`src/rtl/fetch_align_queue_if.sv`:
```
// Signal bundle between the fetch front end, instruction memory and the decode stage.
// master: fetch_align_queue. slave: memory plus decode (or a testbench standing in for them).
interface fetch_align_queue_if;
   logic        mem_req_valid_o;
   logic        mem_req_ready_i;
   logic [31:0] mem_req_addr_o;
   logic        mem_rsp_valid_i;
   logic [31:0] mem_rsp_data_i;
   logic        instr_valid_o;
   logic        instr_ready_i;
   logic [31:0] instr_o;
   logic [31:0] instr_pc_o;
   logic        instr_compressed_o;
   logic        drop_pending_o;

   // valid/ready: a transfer happens on a rising clock edge where valid and ready are both 1.
   // Once raised, valid stays up and its payload holds until that edge, unless a redirect flushes it.
   modport master (
      output mem_req_valid_o, mem_req_addr_o,
      input  mem_req_ready_i, mem_rsp_valid_i, mem_rsp_data_i,
      output instr_valid_o, instr_o, instr_pc_o, instr_compressed_o, drop_pending_o,
      input  instr_ready_i
   );

   modport slave (
      input  mem_req_valid_o, mem_req_addr_o,
      output mem_req_ready_i, mem_rsp_valid_i, mem_rsp_data_i,
      input  instr_valid_o, instr_o, instr_pc_o, instr_compressed_o, drop_pending_o,
      output instr_ready_i
   );
endinterface

```
`src/rtl/fetch_align_queue.sv`:
```
// RV32IC fetch front end: word fetches into a halfword FIFO, aligned 16/32-bit instruction out,
// redirect flushes the buffer and drops responses to requests issued before it.
module fetch_align_queue #(
   parameter int unsigned DEPTH_HW  = 8,
   parameter int unsigned MAX_OUTST = 2,
   parameter logic [31:0] RESET_PC  = 32'h0000_0000
) (
   input  logic                clk_i,
   input  logic                rst,
   input  logic                redirect_i,
   input  logic [31:0]         redirect_pc_i,
   fetch_align_queue_if.master bus
);
   localparam int PW = $clog2(DEPTH_HW);
   localparam int CW = PW + 1;

   logic [15:0]   buf_q [DEPTH_HW];
   logic [15:0]   buf_d [DEPTH_HW];
   logic [PW-1:0] rd_ptr_q, rd_ptr_d;
   logic [PW-1:0] wr_ptr_q, wr_ptr_d;
   logic [CW-1:0] count_q, count_d;
   logic [1:0]    outst_q, outst_d;
   logic [1:0]    drop_q, drop_d;
   logic [31:0]   fetch_addr_q, fetch_addr_d;
   logic [31:0]   out_pc_q, out_pc_d;
   logic          skip_q, skip_d;

   logic [PW-1:0] rd_ptr_p1, wr_ptr_p1;
   logic [15:0]   h0, h1;
   logic          head_is32;
   logic          instr_valid;
   logic          req_valid;
   logic          req_fire;
   logic [1:0]    pop_n, wr_n;
   int            space;

   assign rd_ptr_p1   = rd_ptr_q + PW'(1);
   assign wr_ptr_p1   = wr_ptr_q + PW'(1);
   assign h0          = buf_q[rd_ptr_q];
   assign h1          = buf_q[rd_ptr_p1];
   assign head_is32   = (h0[1:0] == 2'b11);
   assign instr_valid = head_is32 ? (count_q >= CW'(2)) : (count_q != '0);

   // Every in-flight word already owns two free slots, so a response can never overflow the FIFO.
   assign space     = int'(DEPTH_HW) - int'(count_q) - 2 * int'(outst_q);
   assign req_valid = rst && !redirect_i && (int'(outst_q) < int'(MAX_OUTST)) && (space >= 2);
   assign req_fire  = req_valid && bus.mem_req_ready_i;

   assign bus.mem_req_valid_o    = req_valid;
   assign bus.mem_req_addr_o     = fetch_addr_q;
   assign bus.instr_valid_o      = instr_valid;
   assign bus.instr_o            = !instr_valid ? 32'h0 :
                                   head_is32    ? {h1, h0} : {16'h0, h0};
   assign bus.instr_pc_o         = out_pc_q;
   assign bus.instr_compressed_o = instr_valid && !head_is32;
   assign bus.drop_pending_o     = (drop_q != 2'd0);

   always_comb begin
      buf_d        = buf_q;
      rd_ptr_d     = rd_ptr_q;
      wr_ptr_d     = wr_ptr_q;
      count_d      = count_q;
      outst_d      = outst_q;
      drop_d       = drop_q;
      fetch_addr_d = fetch_addr_q;
      out_pc_d     = out_pc_q;
      skip_d       = skip_q;
      pop_n        = 2'd0;
      wr_n         = 2'd0;
      if (redirect_i) begin
         rd_ptr_d     = '0;
         wr_ptr_d     = '0;
         count_d      = '0;
         out_pc_d     = redirect_pc_i & 32'hFFFF_FFFE;
         fetch_addr_d = redirect_pc_i & 32'hFFFF_FFFC;
         skip_d       = redirect_pc_i[1];
         // A response arriving now is thrown away; everything still in flight becomes stale.
         outst_d      = outst_q - {1'b0, bus.mem_rsp_valid_i};
         drop_d       = outst_q - {1'b0, bus.mem_rsp_valid_i};
      end else begin
         if (instr_valid && bus.instr_ready_i) begin
            pop_n    = head_is32 ? 2'd2 : 2'd1;
            out_pc_d = out_pc_q + (head_is32 ? 32'd4 : 32'd2);
         end
         if (req_fire) begin
            fetch_addr_d = fetch_addr_q + 32'd4;
         end
         outst_d = outst_q + {1'b0, req_fire} - {1'b0, bus.mem_rsp_valid_i};
         if (bus.mem_rsp_valid_i) begin
            if (drop_q != 2'd0) begin
               drop_d = drop_q - 2'd1;
            end else if (skip_q) begin
               // Target was the upper halfword of this word: keep only [31:16].
               buf_d[wr_ptr_q] = bus.mem_rsp_data_i[31:16];
               wr_n            = 2'd1;
               skip_d          = 1'b0;
            end else begin
               buf_d[wr_ptr_q]  = bus.mem_rsp_data_i[15:0];
               buf_d[wr_ptr_p1] = bus.mem_rsp_data_i[31:16];
               wr_n             = 2'd2;
            end
         end
         rd_ptr_d = rd_ptr_q + PW'(pop_n);
         wr_ptr_d = wr_ptr_q + PW'(wr_n);
         count_d  = count_q + CW'(wr_n) - CW'(pop_n);
      end
   end

   always_ff @(posedge clk_i or negedge rst) begin
      if (!rst) begin
         for (int i = 0; i < int'(DEPTH_HW); i++) begin
            buf_q[i] <= 16'h0;
         end
         rd_ptr_q     <= '0;
         wr_ptr_q     <= '0;
         count_q      <= '0;
         outst_q      <= 2'd0;
         drop_q       <= 2'd0;
         fetch_addr_q <= {RESET_PC[31:2], 2'b00};
         out_pc_q     <= RESET_PC;
         skip_q       <= RESET_PC[1];
      end else begin
         buf_q        <= buf_d;
         rd_ptr_q     <= rd_ptr_d;
         wr_ptr_q     <= wr_ptr_d;
         count_q      <= count_d;
         outst_q      <= outst_d;
         drop_q       <= drop_d;
         fetch_addr_q <= fetch_addr_d;
         out_pc_q     <= out_pc_d;
         skip_q       <= skip_d;
      end
   end
endmodule

```
`src/flat_wrapper.sv`:
```
// flat-port wrapper written by rule: the top's interface ports become plain ports
module fetch_align_queue_flat 
#(
   parameter int unsigned DEPTH_HW  = 8,
   parameter int unsigned MAX_OUTST = 2,
   parameter logic [31:0] RESET_PC  = 32'h0000_0000
)
  (clk_i, rst, redirect_i, redirect_pc_i, bus_mem_req_valid_o, bus_mem_req_addr_o, bus_mem_req_ready_i, bus_mem_rsp_valid_i, bus_mem_rsp_data_i, bus_instr_valid_o, bus_instr_o, bus_instr_pc_o, bus_instr_compressed_o, bus_drop_pending_o, bus_instr_ready_i);
  fetch_align_queue_if bus_i ();
  input  logic clk_i;
  input  logic rst;
  input  logic redirect_i;
  input  logic [31:0] redirect_pc_i;
  output wire logic [$bits(bus_i.mem_req_valid_o)-1:0] bus_mem_req_valid_o;
  output wire logic [$bits(bus_i.mem_req_addr_o)-1:0] bus_mem_req_addr_o;
  input wire logic [$bits(bus_i.mem_req_ready_i)-1:0] bus_mem_req_ready_i;
  input wire logic [$bits(bus_i.mem_rsp_valid_i)-1:0] bus_mem_rsp_valid_i;
  input wire logic [$bits(bus_i.mem_rsp_data_i)-1:0] bus_mem_rsp_data_i;
  output wire logic [$bits(bus_i.instr_valid_o)-1:0] bus_instr_valid_o;
  output wire logic [$bits(bus_i.instr_o)-1:0] bus_instr_o;
  output wire logic [$bits(bus_i.instr_pc_o)-1:0] bus_instr_pc_o;
  output wire logic [$bits(bus_i.instr_compressed_o)-1:0] bus_instr_compressed_o;
  output wire logic [$bits(bus_i.drop_pending_o)-1:0] bus_drop_pending_o;
  input wire logic [$bits(bus_i.instr_ready_i)-1:0] bus_instr_ready_i;
  assign bus_mem_req_valid_o = bus_i.mem_req_valid_o;
  assign bus_mem_req_addr_o = bus_i.mem_req_addr_o;
  assign bus_i.mem_req_ready_i = bus_mem_req_ready_i;
  assign bus_i.mem_rsp_valid_i = bus_mem_rsp_valid_i;
  assign bus_i.mem_rsp_data_i = bus_mem_rsp_data_i;
  assign bus_instr_valid_o = bus_i.instr_valid_o;
  assign bus_instr_o = bus_i.instr_o;
  assign bus_instr_pc_o = bus_i.instr_pc_o;
  assign bus_instr_compressed_o = bus_i.instr_compressed_o;
  assign bus_drop_pending_o = bus_i.drop_pending_o;
  assign bus_i.instr_ready_i = bus_instr_ready_i;
  fetch_align_queue #(.DEPTH_HW(DEPTH_HW), .MAX_OUTST(MAX_OUTST), .RESET_PC(RESET_PC)) u_core (.clk_i(clk_i), .rst(rst), .redirect_i(redirect_i), .redirect_pc_i(redirect_pc_i), .bus(bus_i));
endmodule
```
`config.mk`:
```
export PLATFORM = sky130hd
export DESIGN_NAME = fetch_align_queue_flat
export DESIGN_NICKNAME = d
export VERILOG_FILES = /design/src/rtl/fetch_align_queue_if.sv /design/src/rtl/fetch_align_queue.sv /design/src/flat_wrapper.sv
export SDC_FILE = /design/constraint.sdc
export NUM_CORES = 1
export LEC_CHECK = 0
export ABC_CLOCK_PERIOD_IN_PS = 4500
export BUFFER_PORTS_ARGS = -buffer_cell sky130_fd_sc_hd__clkbuf_2
export CAP_MARGIN = 20
export CORE_MARGIN = 3
export CORE_UTILIZATION = 40
export CTS_BUF_LIST = sky130_fd_sc_hd__clkbuf_4 sky130_fd_sc_hd__clkbuf_8
export CTS_CLUSTER_SIZE = 30
export DETAILED_ROUTE_END_ITERATION = 12
export GPL_TIMING_DRIVEN = 0
export PLACE_DENSITY = 0.63
export SLEW_MARGIN = 20
export SYNTH_ARGS = -nofsm -noshare
export SYNTH_HDL_FRONTEND = slang
export SYNTH_SLANG_ARGS = --single-unit
```
`constraint.sdc`:
```
create_clock -name clk_i -period 4.5 [get_ports clk_i]
set_input_delay 0.675 -clock clk_i [delete_from_list [all_inputs] [get_ports clk_i]]
set_output_delay 0.675 -clock clk_i [all_outputs]
set_load 0.05 [all_outputs]
```
==> metrics.txt <==
Async S/R FF share, synth 100%; total wire length 43300 µm; R2R Path End u_core.outst_q[1]$_DFF_PN0_; Pwr per Cell Area 607 nW/µm²; CP Launch Type register; unrepaired setup endpoints after global routing false; Max Root-Sink Buffers 3; commonest non-fill, non-tap cells in the layout dfrtp_1 (204), nand2_1 (196), clkbuf_2 (149); clk sinks 204; Final Slew Violations 0; CTS tree yes; synth warn 0; CP Capture Type output pin; placed cell area 14000 µm²; r2r setup slk 0.62 ns; vias in the first global route 11400; Tmin final 4.32 ns; final hold viol count 0; Die H 184 µm; crit path DAT 3.65 ns; commonest non-fill, non-tap cell in the layout dfrtp_1; Post-synth EDFFs 0; Max-slew headroom 14.5%; Pre-antenna DRT Iters 9; max-cap violation count 0; core area 30900 µm²; total CTS buffers 40; RD Place Congestion 0.902; via count 11600; top fanout value on the critical path 10; Port Buffers 148; Layout Area Growth over Synthesis 18.0%; RR Startpoint u_core.count_q[1]$_DFF_PN0_; FMAX 0.231 GHz; Hold-fix buffers, CTS 0; Antenna Nets Post-Route 0; Rows 64; Setup WS pre-CTS 0.644 ns; die footprint 33800 µm²; initial antenna violation count 0; Peak supply drop 0.000255 V; worst-margin pin slew 1.27 ns; final worst slack 0.180 ns; leak pwr 6.05 nW; syn_area_per_cell 9.69 µm²; reg2reg path depth 15; area of all placed cells without fillers 14900 µm²; crit path kind reg2out; first-pass GRT wire length 66900 µm; part of the cycle the worst path needs 96.0%; DP HPWL 31300 µm; clock skew 0.0263 ns; Worst-path clk slew 0.05 ns; Via density 6.04; Die Wd 184 µm; layout cell share with drive strength beyond 1 22.1%; I/O Pins 170; H-tree levels 2; Synth cell types 58; primary flip-flop cell chosen by synthesis mapping dfrtp_1; outcome finished, final reports clean; Hold WS 0.115 ns; WL per Instance 22.5 µm; FF+latch count, synth 204; Nets 1602; DRC Markers 0; # setup viols final 0; Initial Utilization 40.9%; GRT overflow 0; diode count 0; HP Class in2async; Syn Inst Count 1305; Starting DRT DRC Count 1346; largest net degree at the start of global routing 85; clock root cell clkbuf_8; WP data required 3.83 ns; Mapped Area 12600 µm²; gr usage total 25.4%; post-synthesis sequential area ratio 40.4%; Skew-Pair Late Insertion Delay 0.55 ns
cells by family after synthesis:
group           Yosys count  synth area share [%]
buf+inv                 144                  4.57
other cells               1                0.0297
fa+ha+maj                31                  3.42
mux                     107                  15.0
compound gates          379                  19.0
flops                   204                  40.4
simple gates            390                  14.1
xor+xnor                 49                  3.50
per-stage QoR:
stage / utilization [%] / TNS [ns] / std cells / power, mW
floorplan: - / 0 / 1307 / 5.67
global placement: 44.9 / -377.96 / 1851 / 6.79
detailed placement: 45.2 / 0 / 1854 / 6.90
CTS: 48.2 / 0 / 1926 / 9.07
global route: 48.3 / 0 / 1927 / 9.58
finish: 48.3 / 0 / 1927 / 9.06
routing by layer:
metal  vias up  global-route usage, %  wire length [µm]
li1       5179                      -                 -
met1      5696                   35.5             18000
met2       681                   40.1             19800
met3        83                   5.62              4460
met4         0                   7.17              1040
met5         -                      0                 0
synth_stat cells (9+ instances only):
cell,count,share of area [%]
a21boi_0,9,0.53
a21oi_1,43,1.7
a22oi_1,128,7.6
a31oi_1,13,0.64
buf_1,23,0.68
clkbuf_1,75,2.2
dfrtp_1,204,40
ha_1,25,2.5
inv_1,35,1.0
mux2_2,22,2.0
mux2i_1,21,1.7
mux4_2,64,11
nand2_1,196,5.8
nand2b_1,12,0.59
nand3_1,21,0.83
nor2_1,67,2.0
nor3_1,19,0.75
nor4_1,16,0.79
o21ai_0,139,5.5
o21ai_1,12,0.48
o31a_1,15,1.0
or3_1,10,0.49
xnor2_1,36,2.5
xor2_1,12,0.83
power breakdown:
group	leakage (nW)	switching, mW	internal (mW)
Combinational	2.96	2.82	1.52
Clock	0.482	0.849	1.30
Sequential	2.61	0.357	2.20
Total	6.05	4.03	5.03
area by class of cell:
class / count / area, µm²
buffer: 108 / 452
tap: 396 / 495
timing repair buffer: 152 / 815
clock buffer: 67 / 810
fill: 2938 / 16000
sequential: 204 / 5100
multi-input combinational: 959 / 7000
inverter: 36 / 135
clock inverter: 5 / 106
registers in the layout (all words and copies together) (netlist names):
name,flops
u_core.wr_ptr_q,3
u_core.drop_q,2
u_core.bus.instr_pc_o,31
u_core.skip_q,1
u_core.outst_q,2
u_core.bus.mem_req_addr_o,30
u_core.rd_ptr_q,3
u_core.buf_q,128
u_core.count_q,4
worst max path at each step:
stage,startpoint,to,slack (ns),depth (start not counted)
floorplan,u_core.count_q[1]$_DFF_PN0_,bus_mem_req_valid_o,0.32,11
global placement,rst,u_core.bus.mem_req_addr_o[30]$_DFFE_PN0P_,-2.35,7
detailed placement,u_core.count_q[1]$_DFF_PN0_,u_core.outst_q[1]$_DFF_PN0_,0.64,15
CTS,u_core.rd_ptr_q[0]$_DFF_PN0_,bus_instr_o[19],0.12,7
global route,u_core.rd_ptr_q[2]$_DFF_PN0_,bus_instr_o[22],0.003,7
finish,u_core.rd_ptr_q[0]$_DFF_PN0_,bus_instr_o[19],0.18,7
worst max-delay path: stages, from the launching register on:
cell             delay [ns]
dfrtp_1                0.40
buf_4                  0.25
clkdlybuf4s15_1        0.68
clkbuf_1               0.65
mux4_2                 0.37
nand2_1                0.09
a21oi_1                0.32
clkbuf_2               0.34
timing repair:
action | 4_1_cts | 5_1_grt
buffers inserted | 0 | 0
resized for setup | 0 | 5
setup endpoints to repair | 0 | 10
Power figures use the tool's default switching activity.
